--- src/rtl/ijtag_sib_network.sv ---
// IJTAG SIB network: a serial chain of Segment Insertion Bits that splices
// instrument scan segments into the IJTAG_ACCESS data register path.
// Each SIB has a shift stage, an update stage (1 = segment open) and a
// sticky error flag raised when an open is refused or an open instrument
// stops reporting ready. All sequencing comes from the TAP state strobes.
module ijtag_sib_network #(
  parameter int N_SEG = 4
) (
  input  logic             TCK,
  input  logic             TRST_n,
  input  logic             ijtag_select,
  input  logic             ijtag_capture,
  input  logic             ijtag_shift,
  input  logic             ijtag_update,
  input  logic             ijtag_tdi,
  output logic             ijtag_tdo,
  input  logic [N_SEG-1:0] inst_ready,
  input  logic [N_SEG-1:0] inst_tdo,
  output logic [N_SEG-1:0] inst_select,
  output logic [N_SEG-1:0] inst_capture,
  output logic [N_SEG-1:0] inst_shift,
  output logic [N_SEG-1:0] inst_update,
  output logic [N_SEG-1:0] inst_tdi,
  output logic [N_SEG-1:0] sib_open,
  output logic [N_SEG-1:0] sib_err
);

  logic [N_SEG-1:0] sib_shift_q, sib_shift_d;
  logic [N_SEG-1:0] sib_upd_q,   sib_upd_d;
  logic [N_SEG-1:0] sib_err_q,   sib_err_d;

  logic [N_SEG:0]   chain;
  logic [N_SEG-1:0] seg_in;
  logic [N_SEG-1:0] seg_out;
  logic [N_SEG-1:0] dead;
  logic [N_SEG-1:0] refused;

  // Scan path: each segment's input is the previous SIB (or TDI); an open
  // segment inserts the instrument ahead of its own SIB bit.
  always_comb begin
    chain   = {sib_shift_q, ijtag_tdi};
    seg_in  = chain[N_SEG-1:0];
    seg_out = (sib_upd_q & inst_tdo) | (~sib_upd_q & seg_in);
  end

  // Open segments whose instrument dropped ready, and open requests refused
  // because the instrument is not ready.
  always_comb begin
    dead    = sib_upd_q & ~inst_ready;
    refused = sib_shift_q & ~inst_ready;
  end

  // Next-state: capture > shift > update under select; a dead instrument is
  // pulled off the path on every edge regardless of select.
  always_comb begin
    sib_shift_d = sib_shift_q;
    sib_upd_d   = sib_upd_q;
    sib_err_d   = sib_err_q;

    if (ijtag_select) begin
      if (ijtag_capture) begin
        sib_shift_d = sib_upd_q;
      end else if (ijtag_shift) begin
        sib_shift_d = seg_out;
      end else if (ijtag_update) begin
        sib_upd_d = sib_shift_q & inst_ready;
        sib_err_d = sib_err_q | refused;
      end
    end

    sib_upd_d = sib_upd_d & ~dead;
    sib_err_d = sib_err_d | dead;
  end

  // SIB state registers, cleared asynchronously by TRST_n.
  always_ff @(posedge TCK or negedge TRST_n) begin
    if (!TRST_n) begin
      sib_shift_q <= '0;
      sib_upd_q   <= '0;
      sib_err_q   <= '0;
    end else begin
      sib_shift_q <= sib_shift_d;
      sib_upd_q   <= sib_upd_d;
      sib_err_q   <= sib_err_d;
    end
  end

  // Instrument gating uses the registered open state, so a segment being
  // closed still sees its final Update-DR; TDI into segment 0 is held low
  // during reset so every instrument-facing output is quiet.
  always_comb begin
    inst_select  = {N_SEG{ijtag_select}} & sib_upd_q;
    inst_capture = {N_SEG{ijtag_select & ijtag_capture}} & sib_upd_q;
    inst_shift   = {N_SEG{ijtag_select & ijtag_shift}} & sib_upd_q;
    inst_update  = {N_SEG{ijtag_select & ijtag_update}} & sib_upd_q;
    inst_tdi     = seg_in & {N_SEG{TRST_n}};
    ijtag_tdo    = sib_shift_q[N_SEG-1];
    sib_open     = sib_upd_q;
    sib_err      = sib_err_q;
  end

endmodule

--- config.mk ---
export PLATFORM = sky130hd
export DESIGN_NAME = ijtag_sib_network
export DESIGN_NICKNAME = d
export VERILOG_FILES = /design/src/rtl/ijtag_sib_network.sv
export SDC_FILE = /design/constraint.sdc
export NUM_CORES = 1
export LEC_CHECK = 0
export ABC_AREA = 1
export ABC_CLOCK_PERIOD_IN_PS = 2400
export CAP_MARGIN = 20
export CORE_UTILIZATION = 40
export DETAILED_ROUTE_END_ITERATION = 10
export PLACE_DENSITY = 0.84
export SETUP_SLACK_MARGIN = 0.02
export SYNTH_ARGS = -nofsm -noshare
export SYNTH_HDL_FRONTEND = slang
export SYNTH_SLANG_ARGS = --single-unit
--- constraint.sdc ---
create_clock -name TCK -period 2.4 [get_ports TCK]
set_input_delay 0.6 -clock TCK [delete_from_list [all_inputs] [get_ports TCK]]
set_output_delay 0.6 -clock TCK [all_outputs]
set_load 0.01 [all_outputs]
Yosys cells after proc, flatten, opt, wreduce, memory -nomap -nowiden. Index checks and enable logic that the tools add are counted.

Register bits after elaboration: 12. Input bits: 15. Output and inout port bits: 29. Word-level logic and storage cells: 35.

Muxes and demuxes: 10. Bitwise gates (word level): 20. Reductions and logical operators: 2.

Operator list (number): 4-bit AND (11); 4-bit two-way mux (10); 4-bit inverter (3); 4-bit bitwise OR (3); 1-bit AND (3); 2-bit AND reduction (1); 2-bit nonzero test (1).

Logic depth before layout (Yosys ltp). Gate-level depths: netlist (run 1).

Word-level depth: 8. Gate-level depth with buffers: 6. Mapped depth without buffers: 6.

Worst setup path before layout (run 1). OpenSTA, ideal clock, no wires.

Path type: input to output. Start point: in ijtag_select. End point: out inst_shift[0]. Arrival: 1.034 ns. Data required time: 1.800 ns. Path slack: 0.766 ns. Stages: 3. Cells stage by stage: buf_2 -> nand2_1 -> nor2_1.

Longest elaborated chain between the ends: 2.

RTL lines: from (decl) (RTL line 11) `input logic ijtag_select,`; 1-bit AND (RTL line 94) `inst_shift = {N_SEG{ijtag_select & ijtag_shift}} & sib_upd_q;`; 4-bit AND (RTL line 94); to (decl) (RTL line 21) `output logic [N_SEG-1:0] inst_shift,`.

No other way between the ends.

Worst setup path after layout (run 1).
Start point: in ijtag_update. End point: out inst_update[2].

Longest elaborated chain between the ends: 2.

RTL lines: from (decl) (RTL line 14) `input logic ijtag_update,`; 1-bit AND (RTL line 95) `inst_update = {N_SEG{ijtag_select & ijtag_update}} & sib_upd_q;`; 4-bit AND (RTL line 95); to (decl) (RTL line 22) `output logic [N_SEG-1:0] inst_update,`.

No other way between the ends.

==> results of run 1 <==
-- final cells by class --
type / count / share of cell area, %
Timing Repair Buffer: 52 / 37.31
Tap cell: 25 / 2.404
Clock buffer: 4 / 2.788
Inverter: 27 / 7.788
Multi-Input combinational cell: 80 / 26.63
Sequential cell: 12 / 23.08
-- sequential cells by signal, summed over array words and instances, names as in the netlist --
register,count
sib_err,4
sib_open,4
sib_shift_q,4
-- cells in the mapped netlist --
| cell type | n |
|---|---|
| sky130_fd_sc_hd__o21ai_0 | 7 |
| sky130_fd_sc_hd__nor2_1 | 15 |
| sky130_fd_sc_hd__inv_1 | 27 |
| sky130_fd_sc_hd__nor3_1 | 1 |
| sky130_fd_sc_hd__nand2_1 | 43 |
| sky130_fd_sc_hd__nand4_1 | 1 |
| sky130_fd_sc_hd__buf_2 | 1 |
| sky130_fd_sc_hd__nand3_1 | 6 |
| sky130_fd_sc_hd__dfrtp_1 | 12 |
| sky130_fd_sc_hd__nand3_2 | 1 |
| sky130_fd_sc_hd__o21ai_1 | 1 |
| sky130_fd_sc_hd__a21oi_1 | 3 |
| sky130_fd_sc_hd__nor2_4 | 2 |
-- stage by stage --
| step | utilization, % | instance area [µm²] |
|---|---|---|
| floorplan | - | 753.2 |
| global placement | 73.91 | 1290 |
| global route | 74.55 | 1301 |
| detailed placement | 73.91 | 1290 |
| CTS | 74.77 | 1305 |
| finish | 74.55 | 1301 |
-- worst max-delay path: cells and delay by family --
kind	cells	cell delay [ns]
buffers and inverters	2	0.75
and+or+nand+nor	2	0.26
-- worst max path at each step --
stage                       startpoint             end  slack (ns)
after global routing      ijtag_update  inst_update[0]        0.10
after floorplan           ijtag_select   inst_shift[0]        0.77
after CTS                 ijtag_select  inst_select[1]        0.04
after detailed placement  ijtag_select  inst_update[0]       -0.27
final                     ijtag_update  inst_update[2]        0.18
after global placement    ijtag_select  inst_update[3]       -0.24
-- per-layer routing --
metal  share of wire, %  up-vias  GRT usage (%)  routed length [µm]
li1                   -      464              -                   -
met1                 40      416          31.41                 941
met2                 49       53          42.86                1162
met5                  0        -              0                   0
met4                3.3        0          16.36                  79
met3                8.2       13          8.333                 194
-- what timing repair did --
item | in CTS | in global routing
buffers inserted | 0 | 0
resized for setup | 17 | 2
endpoints found under the hold margin | 0 | 0
endpoints found under the setup margin | 20 | 4
-- report_power, final --
| group | switching [W] | internal, W | total [W] |
|---|---|---|---|
| clock | 0.0000767 | 0.0000924 | 0.000169 |
| sequential | 0.00000650 | 0.000209 | 0.000215 |
| combinational | 0.0000505 | 0.0000520 | 0.000103 |
| total | 0.000134 | 0.000353 | 0.000487 |
-- kinds of logic after synthesis --
kind of cell / synth area share [%]
simple gates: 38.70
flops: 39.87
buf+inv: 14.12
compound gates: 7.307
==> impl_metrics.prom, run 1 <==
# TYPE chip_impl_metric gauge
chip_impl_info{name="run_status",value="finished clean"} 1
chip_impl_metric{name="largest_net_degree_at_the_start_of_global_routing",unit=""} 11
chip_impl_info{name="hp-start",value="sib_err[1]"} 1
chip_impl_info{name="slowest_stage",value="sky130_fd_sc_hd__clkdlybuf4s50_1"} 1
chip_impl_metric{name="cts_buffer_depth",unit=""} 2
chip_impl_metric{name="setup_viol",unit=""} 0
chip_impl_info{name="timing.setup.critical_path_class",value="in -> out"} 1
chip_impl_info{name="worst_setup_path_end_kind",value="output port"} 1
chip_impl_metric{name="top_ports",unit=""} 44
chip_impl_info{name="rsz0062_at_grt",value="no"} 1
chip_impl_metric{name="die_width",unit="µm"} 45.40
chip_impl_metric{name="clk_pin_slew_worst_paths",unit="ns"} 0.08
chip_impl_info{name="critical_path.reg2reg.startpoint",value="sib_open[2]"} 1
chip_impl_metric{name="cts.sinks",unit=""} 12
chip_impl_metric{name="max_slew_violation_count",unit=""} 0
chip_impl_metric{name="dr_total_vias",unit=""} 946
chip_impl_metric{name="footprint_of_the_multi_input_gates",unit="µm²"} 346.6
chip_impl_metric{name="power.total",unit="W"} 0.0004869
chip_impl_metric{name="core-area",unit="µm²"} 1745
chip_impl_info{name="final_cell_mix",value="sky130_fd_sc_hd__nand2_1 (43), sky130_fd_sc_hd__inv_1 (27), sky130_fd_sc_hd__clkdlybuf4s50_1 (26)"} 1
chip_impl_metric{name="portBuffers",unit=""} 43
chip_impl_metric{name="antennaDiodeCount",unit=""} 0
chip_impl_metric{name="dp_cells",unit=""} 196
chip_impl_metric{name="tightest_pin_transition",unit="ns"} 0.2628
chip_impl_metric{name="relSlewSlack",unit="%"} 82.44
chip_impl_metric{name="worstPathArrival",unit="ns"} 1.62
chip_impl_metric{name="detailedRoute.firstPassIterationCount",unit=""} 4
chip_impl_metric{name="final_critical_path_setup_slack",unit="ns"} 0.1835
chip_impl_metric{name="timing.reg2reg.worst_path_depth",unit=""} 4
chip_impl_metric{name="synth.avg_cell_area",unit="µm²"} 6.277
chip_impl_metric{name="hold-worst-slack",unit="ns"} 0.4722
chip_impl_info{name="layout.cells.most_common",value="sky130_fd_sc_hd__nand2_1"} 1
chip_impl_metric{name="fin_skew",unit="ns"} 0.0004678
chip_impl_metric{name="route.detailed.vias_per_inst",unit=""} 4.730
chip_impl_info{name="critical_path.cell_chain",value="clkdlybuf4s50_1 -> nand2_1 -> nor2_1 -> dlygate4sd2_1"} 1
chip_impl_metric{name="drc",unit=""} 0
chip_impl_metric{name="hold_violations",unit=""} 0
chip_impl_metric{name="achievable-frequency",unit="MHz"} 451.2
chip_impl_metric{name="grt_pass1_vias",unit=""} 897
chip_impl_metric{name="final.period_utilization",unit="%"} 92.36
chip_impl_metric{name="fp.dieArea",unit="µm²"} 2061
chip_impl_metric{name="cts_max_level",unit=""} 1
chip_impl_metric{name="grt-ovfl-total",unit=""} 0
chip_impl_metric{name="route.final.wire_length",unit="mm"} 2.377
chip_impl_info{name="start_kind",value="primary input"} 1
chip_impl_metric{name="layout.area.seq",unit="µm²"} 300.3
chip_impl_info{name="top_post_synthesis_cells_by_area",value="sky130_fd_sc_hd__dfrtp_1 (40%), sky130_fd_sc_hd__nand2_1 (21%), sky130_fd_sc_hd__inv_1 (13%)"} 1
chip_impl_metric{name="grt_first_pass_wirelength",unit="mm"} 3.829
chip_impl_info{name="worstReg2RegEnd",value="sib_err[2]"} 1
chip_impl_metric{name="post-synth-top-area-fraction",unit="%"} 39.87
chip_impl_metric{name="ctsHoldBuffers",unit=""} 0
chip_impl_metric{name="sequential_cell_area_fraction_in_the_yosys_report",unit="%"} 39.87
chip_impl_metric{name="cpPeakStageDelay",unit="ns"} 0.48
chip_impl_metric{name="grt_use_total",unit="%"} 26.92
chip_impl_metric{name="tns",unit="ns"} 0
chip_impl_metric{name="worst_ir_drop_vdd",unit="mV"} 0.2960
chip_impl_metric{name="fillCellCount",unit=""} 148
chip_impl_metric{name="yosys_register_bits",unit=""} 12
chip_impl_metric{name="post_synth_inst_count",unit=""} 120
chip_impl_metric{name="finalNonFillerCells",unit=""} 200
chip_impl_metric{name="place.detailed.hpwl",unit="mm"} 1.810
chip_impl_info{name="worst_hold_check_path_type",value="reg -> reg"} 1
chip_impl_metric{name="drt_iter0_drc",unit=""} 21
chip_impl_metric{name="yosysUniqueCellTypes",unit=""} 13
chip_impl_metric{name="power.leakage",unit="nW"} 0.7752
chip_impl_metric{name="cap_viol_max_count",unit=""} 0
chip_impl_metric{name="die_y",unit="µm"} 45.40
chip_impl_metric{name="required",unit="ns"} 1.80
chip_impl_metric{name="reg2reg_slack",unit="ns"} 1.45
chip_impl_metric{name="place.gp.congestion",unit=""} 0.8497
chip_impl_metric{name="powerDensity",unit="nW/µm²"} 374.2
chip_impl_metric{name="drive_above_1_share",unit="%"} 9.714
chip_impl_metric{name="hold_depth",unit=""} 2
chip_impl_metric{name="initial_cell_density_of_the_core",unit="%"} 43.15
chip_impl_metric{name="nNetsFinal",unit=""} 191
chip_impl_metric{name="worstSkewPairLatency",unit="ns"} 0.28
chip_impl_metric{name="cp_max_fo",unit=""} 5
chip_impl_metric{name="cts_made_buffers",unit=""} 3
chip_impl_metric{name="synth.cell_area",unit="µm²"} 753.2
chip_impl_metric{name="core.rowCount",unit=""} 15
chip_impl_metric{name="place_worst_setup_slack",unit="ns"} -0.2664
chip_impl_metric{name="synthesis_to_layout_area_growth",unit="%"} 72.76
chip_impl_metric{name="drt-wirelength-per-cell",unit="µm"} 11.89
chip_impl_info{name="min_delay_worst_endpoint",value="sib_err[1]"} 1
chip_impl_metric{name="finalCriticalPeriod",unit="ns"} 2.217
chip_impl_metric{name="ant_nets",unit=""} 0
chip_impl_info{name="cts_root_buffer",value="sky130_fd_sc_hd__clkbuf_4"} 1
chip_impl_metric{name="syn-num-nets",unit=""} 135
chip_impl_info{name="yosysTopAreaCell",value="sky130_fd_sc_hd__dfrtp_1"} 1
chip_impl_metric{name="number_of_warnings_reported_in_the_yosys_synthesis_log",unit=""} 0
chip_impl_info{name="tritoncts",value="yes"} 1
chip_impl_metric{name="antenna_found_initial",unit=""} 0
Power figures use the tool's default switching activity.
==> run 2: changes to the inputs <==
- CORE_MARGIN: unset -> 2
==> run 2 against run 1 <==
Net effect: die area is 9.0% higher; sequential share of layout area increased by 0.089 points; clock power fell by 2%; maximum frequency decreased by 0.34%; total power shrank 0.87%; critical path depth did not move; sequential power about the same.
==> impl_metrics.prom, run 2 (synthesis results as in run 1) <==
# TYPE chip_impl_metric gauge
chip_impl_info{name="run_status",value="finished clean"} 1
chip_impl_metric{name="tightest_pin_transition",unit="ns"} 0.2521
chip_impl_info{name="critPathTopFamily",value="buffers and inverters"} 1
chip_impl_metric{name="cts_buffer_depth",unit=""} 2
chip_impl_metric{name="finalNonFillerCells",unit=""} 199
chip_impl_metric{name="drt_iter0_drc",unit=""} 37
chip_impl_metric{name="layout.area.seq",unit="µm²"} 300.3
chip_impl_info{name="final_cell_mix",value="sky130_fd_sc_hd__nand2_1 (42), sky130_fd_sc_hd__inv_1 (27), sky130_fd_sc_hd__clkdlybuf4s50_1 (26)"} 1
chip_impl_info{name="critical_path.cell_chain",value="clkdlybuf4s50_1 -> nand2_1 -> nor2_1 -> dlygate4sd2_1"} 1
chip_impl_metric{name="grt-ovfl-total",unit=""} 0
chip_impl_metric{name="synthesis_to_layout_area_growth",unit="%"} 72.09
chip_impl_info{name="timing.setup.critical_path_class",value="in -> out"} 1
chip_impl_metric{name="cts_made_buffers",unit=""} 3
chip_impl_metric{name="worstPathArrival",unit="ns"} 1.62
chip_impl_metric{name="detailedRoute.firstPassIterationCount",unit=""} 4
chip_impl_metric{name="cap_viol_max_count",unit=""} 0
chip_impl_metric{name="cpPeakStageDelay",unit="ns"} 0.49
chip_impl_metric{name="largest_net_degree_at_the_start_of_global_routing",unit=""} 11
chip_impl_metric{name="dp_cells",unit=""} 195
chip_impl_metric{name="worst_ir_drop_vdd",unit="mV"} 0.3481
chip_impl_metric{name="use_met2",unit="%"} 42.70
chip_impl_metric{name="route.final.wire_length",unit="mm"} 2.376
chip_impl_metric{name="timing.reg2reg.worst_path_depth",unit=""} 5
chip_impl_metric{name="ctsHoldBuffers",unit=""} 0
chip_impl_metric{name="fillCellCount",unit=""} 161
chip_impl_info{name="hp-start",value="sib_err[0]"} 1
chip_impl_metric{name="ant_nets",unit=""} 0
chip_impl_info{name="cts_root_buffer",value="sky130_fd_sc_hd__clkbuf_4"} 1
chip_impl_metric{name="post-cts-setup-buffer-count",unit=""} 0
chip_impl_metric{name="timing.critical_path.buf_inv",unit=""} 2
chip_impl_metric{name="hold_violations",unit=""} 0
chip_impl_metric{name="grt_first_pass_wirelength",unit="mm"} 3.974
chip_impl_metric{name="drc",unit=""} 0
chip_impl_metric{name="place.gp.congestion",unit=""} 0.8506
chip_impl_metric{name="relSlewSlack",unit="%"} 83.15
chip_impl_metric{name="finalCriticalPeriod",unit="ns"} 2.224
chip_impl_metric{name="cts_max_level",unit=""} 1
chip_impl_metric{name="route.detailed.vias_per_inst",unit=""} 4.739
chip_impl_metric{name="core-area",unit="µm²"} 1745
chip_impl_metric{name="die_y",unit="µm"} 47.40
chip_impl_metric{name="powerDensity",unit="nW/µm²"} 372.4
chip_impl_metric{name="drive_above_1_share",unit="%"} 9.770
chip_impl_metric{name="postCtsResizedCells",unit=""} 18
chip_impl_metric{name="required",unit="ns"} 1.80
chip_impl_metric{name="fp.dieArea",unit="µm²"} 2246
chip_impl_metric{name="gr-usage-met1",unit="%"} 30.90
chip_impl_metric{name="power.leakage",unit="nW"} 0.7708
chip_impl_metric{name="final.period_utilization",unit="%"} 92.67
chip_impl_metric{name="path_depth",unit=""} 4
chip_impl_info{name="slowest_stage",value="sky130_fd_sc_hd__clkdlybuf4s50_1"} 1
chip_impl_info{name="worst_hold_check_path_type",value="reg -> reg"} 1
chip_impl_metric{name="cts.sinks",unit=""} 12
chip_impl_metric{name="core.rowCount",unit=""} 15
chip_impl_info{name="start_kind",value="primary input"} 1
chip_impl_metric{name="max_slew_violation_count",unit=""} 0
chip_impl_metric{name="footprint_of_the_multi_input_gates",unit="µm²"} 349.1
chip_impl_info{name="startpoint",value="ijtag_shift"} 1
chip_impl_metric{name="initial_cell_density_of_the_core",unit="%"} 43.15
chip_impl_metric{name="use_met3",unit="%"} 5.000
chip_impl_metric{name="antenna_found_initial",unit=""} 0
chip_impl_metric{name="setup_viol",unit=""} 0
chip_impl_info{name="layout.cells.most_common",value="sky130_fd_sc_hd__nand2_1"} 1
chip_impl_info{name="gr-max-usage-layer",value="met2"} 1
chip_impl_info{name="tritoncts",value="yes"} 1
chip_impl_metric{name="hold_depth",unit=""} 2
chip_impl_info{name="rsz0062_at_grt",value="no"} 1
chip_impl_metric{name="fin_skew",unit="ns"} 0.003118
chip_impl_metric{name="drt-wirelength-per-cell",unit="µm"} 11.94
chip_impl_metric{name="clk_pin_slew_worst_paths",unit="ns"} 0.08
chip_impl_metric{name="finalCoreUtilization",unit="%"} 74.27
chip_impl_metric{name="dr_total_vias",unit=""} 943
chip_impl_info{name="worstReg2RegEnd",value="sib_shift_q[3]"} 1
chip_impl_metric{name="worstSkewPairLatency",unit="ns"} 0.28
chip_impl_metric{name="achievable-frequency",unit="MHz"} 449.6
chip_impl_metric{name="grt_pass1_vias",unit=""} 920
chip_impl_metric{name="cp_max_fo",unit=""} 4
chip_impl_metric{name="top_ports",unit=""} 44
chip_impl_metric{name="antennaDiodeCount",unit=""} 0
chip_impl_metric{name="nNetsFinal",unit=""} 190
chip_impl_metric{name="grt_use_total",unit="%"} 25.27
chip_impl_metric{name="die_width",unit="µm"} 47.40
chip_impl_metric{name="place.detailed.hpwl",unit="mm"} 1.841
chip_impl_metric{name="reg2reg_slack",unit="ns"} 1.47
chip_impl_info{name="critical_path.reg2reg.startpoint",value="sib_open[3]"} 1
chip_impl_info{name="min_delay_worst_endpoint",value="sib_err[0]"} 1
chip_impl_metric{name="portBuffers",unit=""} 43
chip_impl_info{name="worst_setup_path_end_kind",value="output port"} 1
run 2: worst reg2reg max path: stages, from the launching register on:
cell and delay [ns]:
sky130_fd_sc_hd__dfrtp_1 0.41, sky130_fd_sc_hd__inv_1 0.17, sky130_fd_sc_hd__nand3_1 0.10, sky130_fd_sc_hd__nand2_1 0.07
sky130_fd_sc_hd__nand2_1 0.04, sky130_fd_sc_hd__o21ai_0 0.07
run 2: worst max path at each step:
stage | endpoint | slack, ns
finish | inst_shift[3] | 0.18
global route | inst_shift[0] | 0.11
CTS | inst_select[0] | 0.03
detailed placement | inst_shift[0] | -0.22
global placement | inst_update[3] | -0.18
floorplan | inst_shift[0] | 0.77
run 2: final cells by class:
class	instances	area share (%)
repair buffers	51	36.87
multi-input cells	80	26.93
flip-flops and latches	12	23.17
well taps	25	2.413
clock buffers	4	2.799
inverters	27	7.819
run 2: metal layers:
metal  vias to the layer above  part of all wire (%)
li1                        464                     -
met1                       433                    41
met2                        42                    51
met3                         4                   6.3
met4                         0                   1.3
met5                         -                     0
run 2: per-stage QoR:
step | hold slack (ns) | power (W) | setup WS, ns | instance area (µm²) | TNS, ns
2_1_floorplan | 0.3044 | 0.0002548 | 0.7662 | 753.2 | 0
3_3_place_gp | 0.4489 | 0.0003210 | -0.1809 | 1282 | -2.529
3_5_place_dp | 0.4584 | 0.0003234 | -0.2180 | 1282 | -3.071
4_1_cts | 0.4767 | 0.0004865 | 0.02867 | 1300 | 0
5_1_grt | 0.4889 | 0.0005087 | 0.1144 | 1296 | 0
6_report | 0.4708 | 0.0004827 | 0.1759 | 1296 | 0
run 2: where the power goes:
part | total (W) | switching (W) | internal (W)
clock network | 0.000165 | 0.0000732 | 0.0000923
logic | 0.000102 | 0.0000506 | 0.0000512
registers | 0.000215 | 0.00000661 | 0.000209
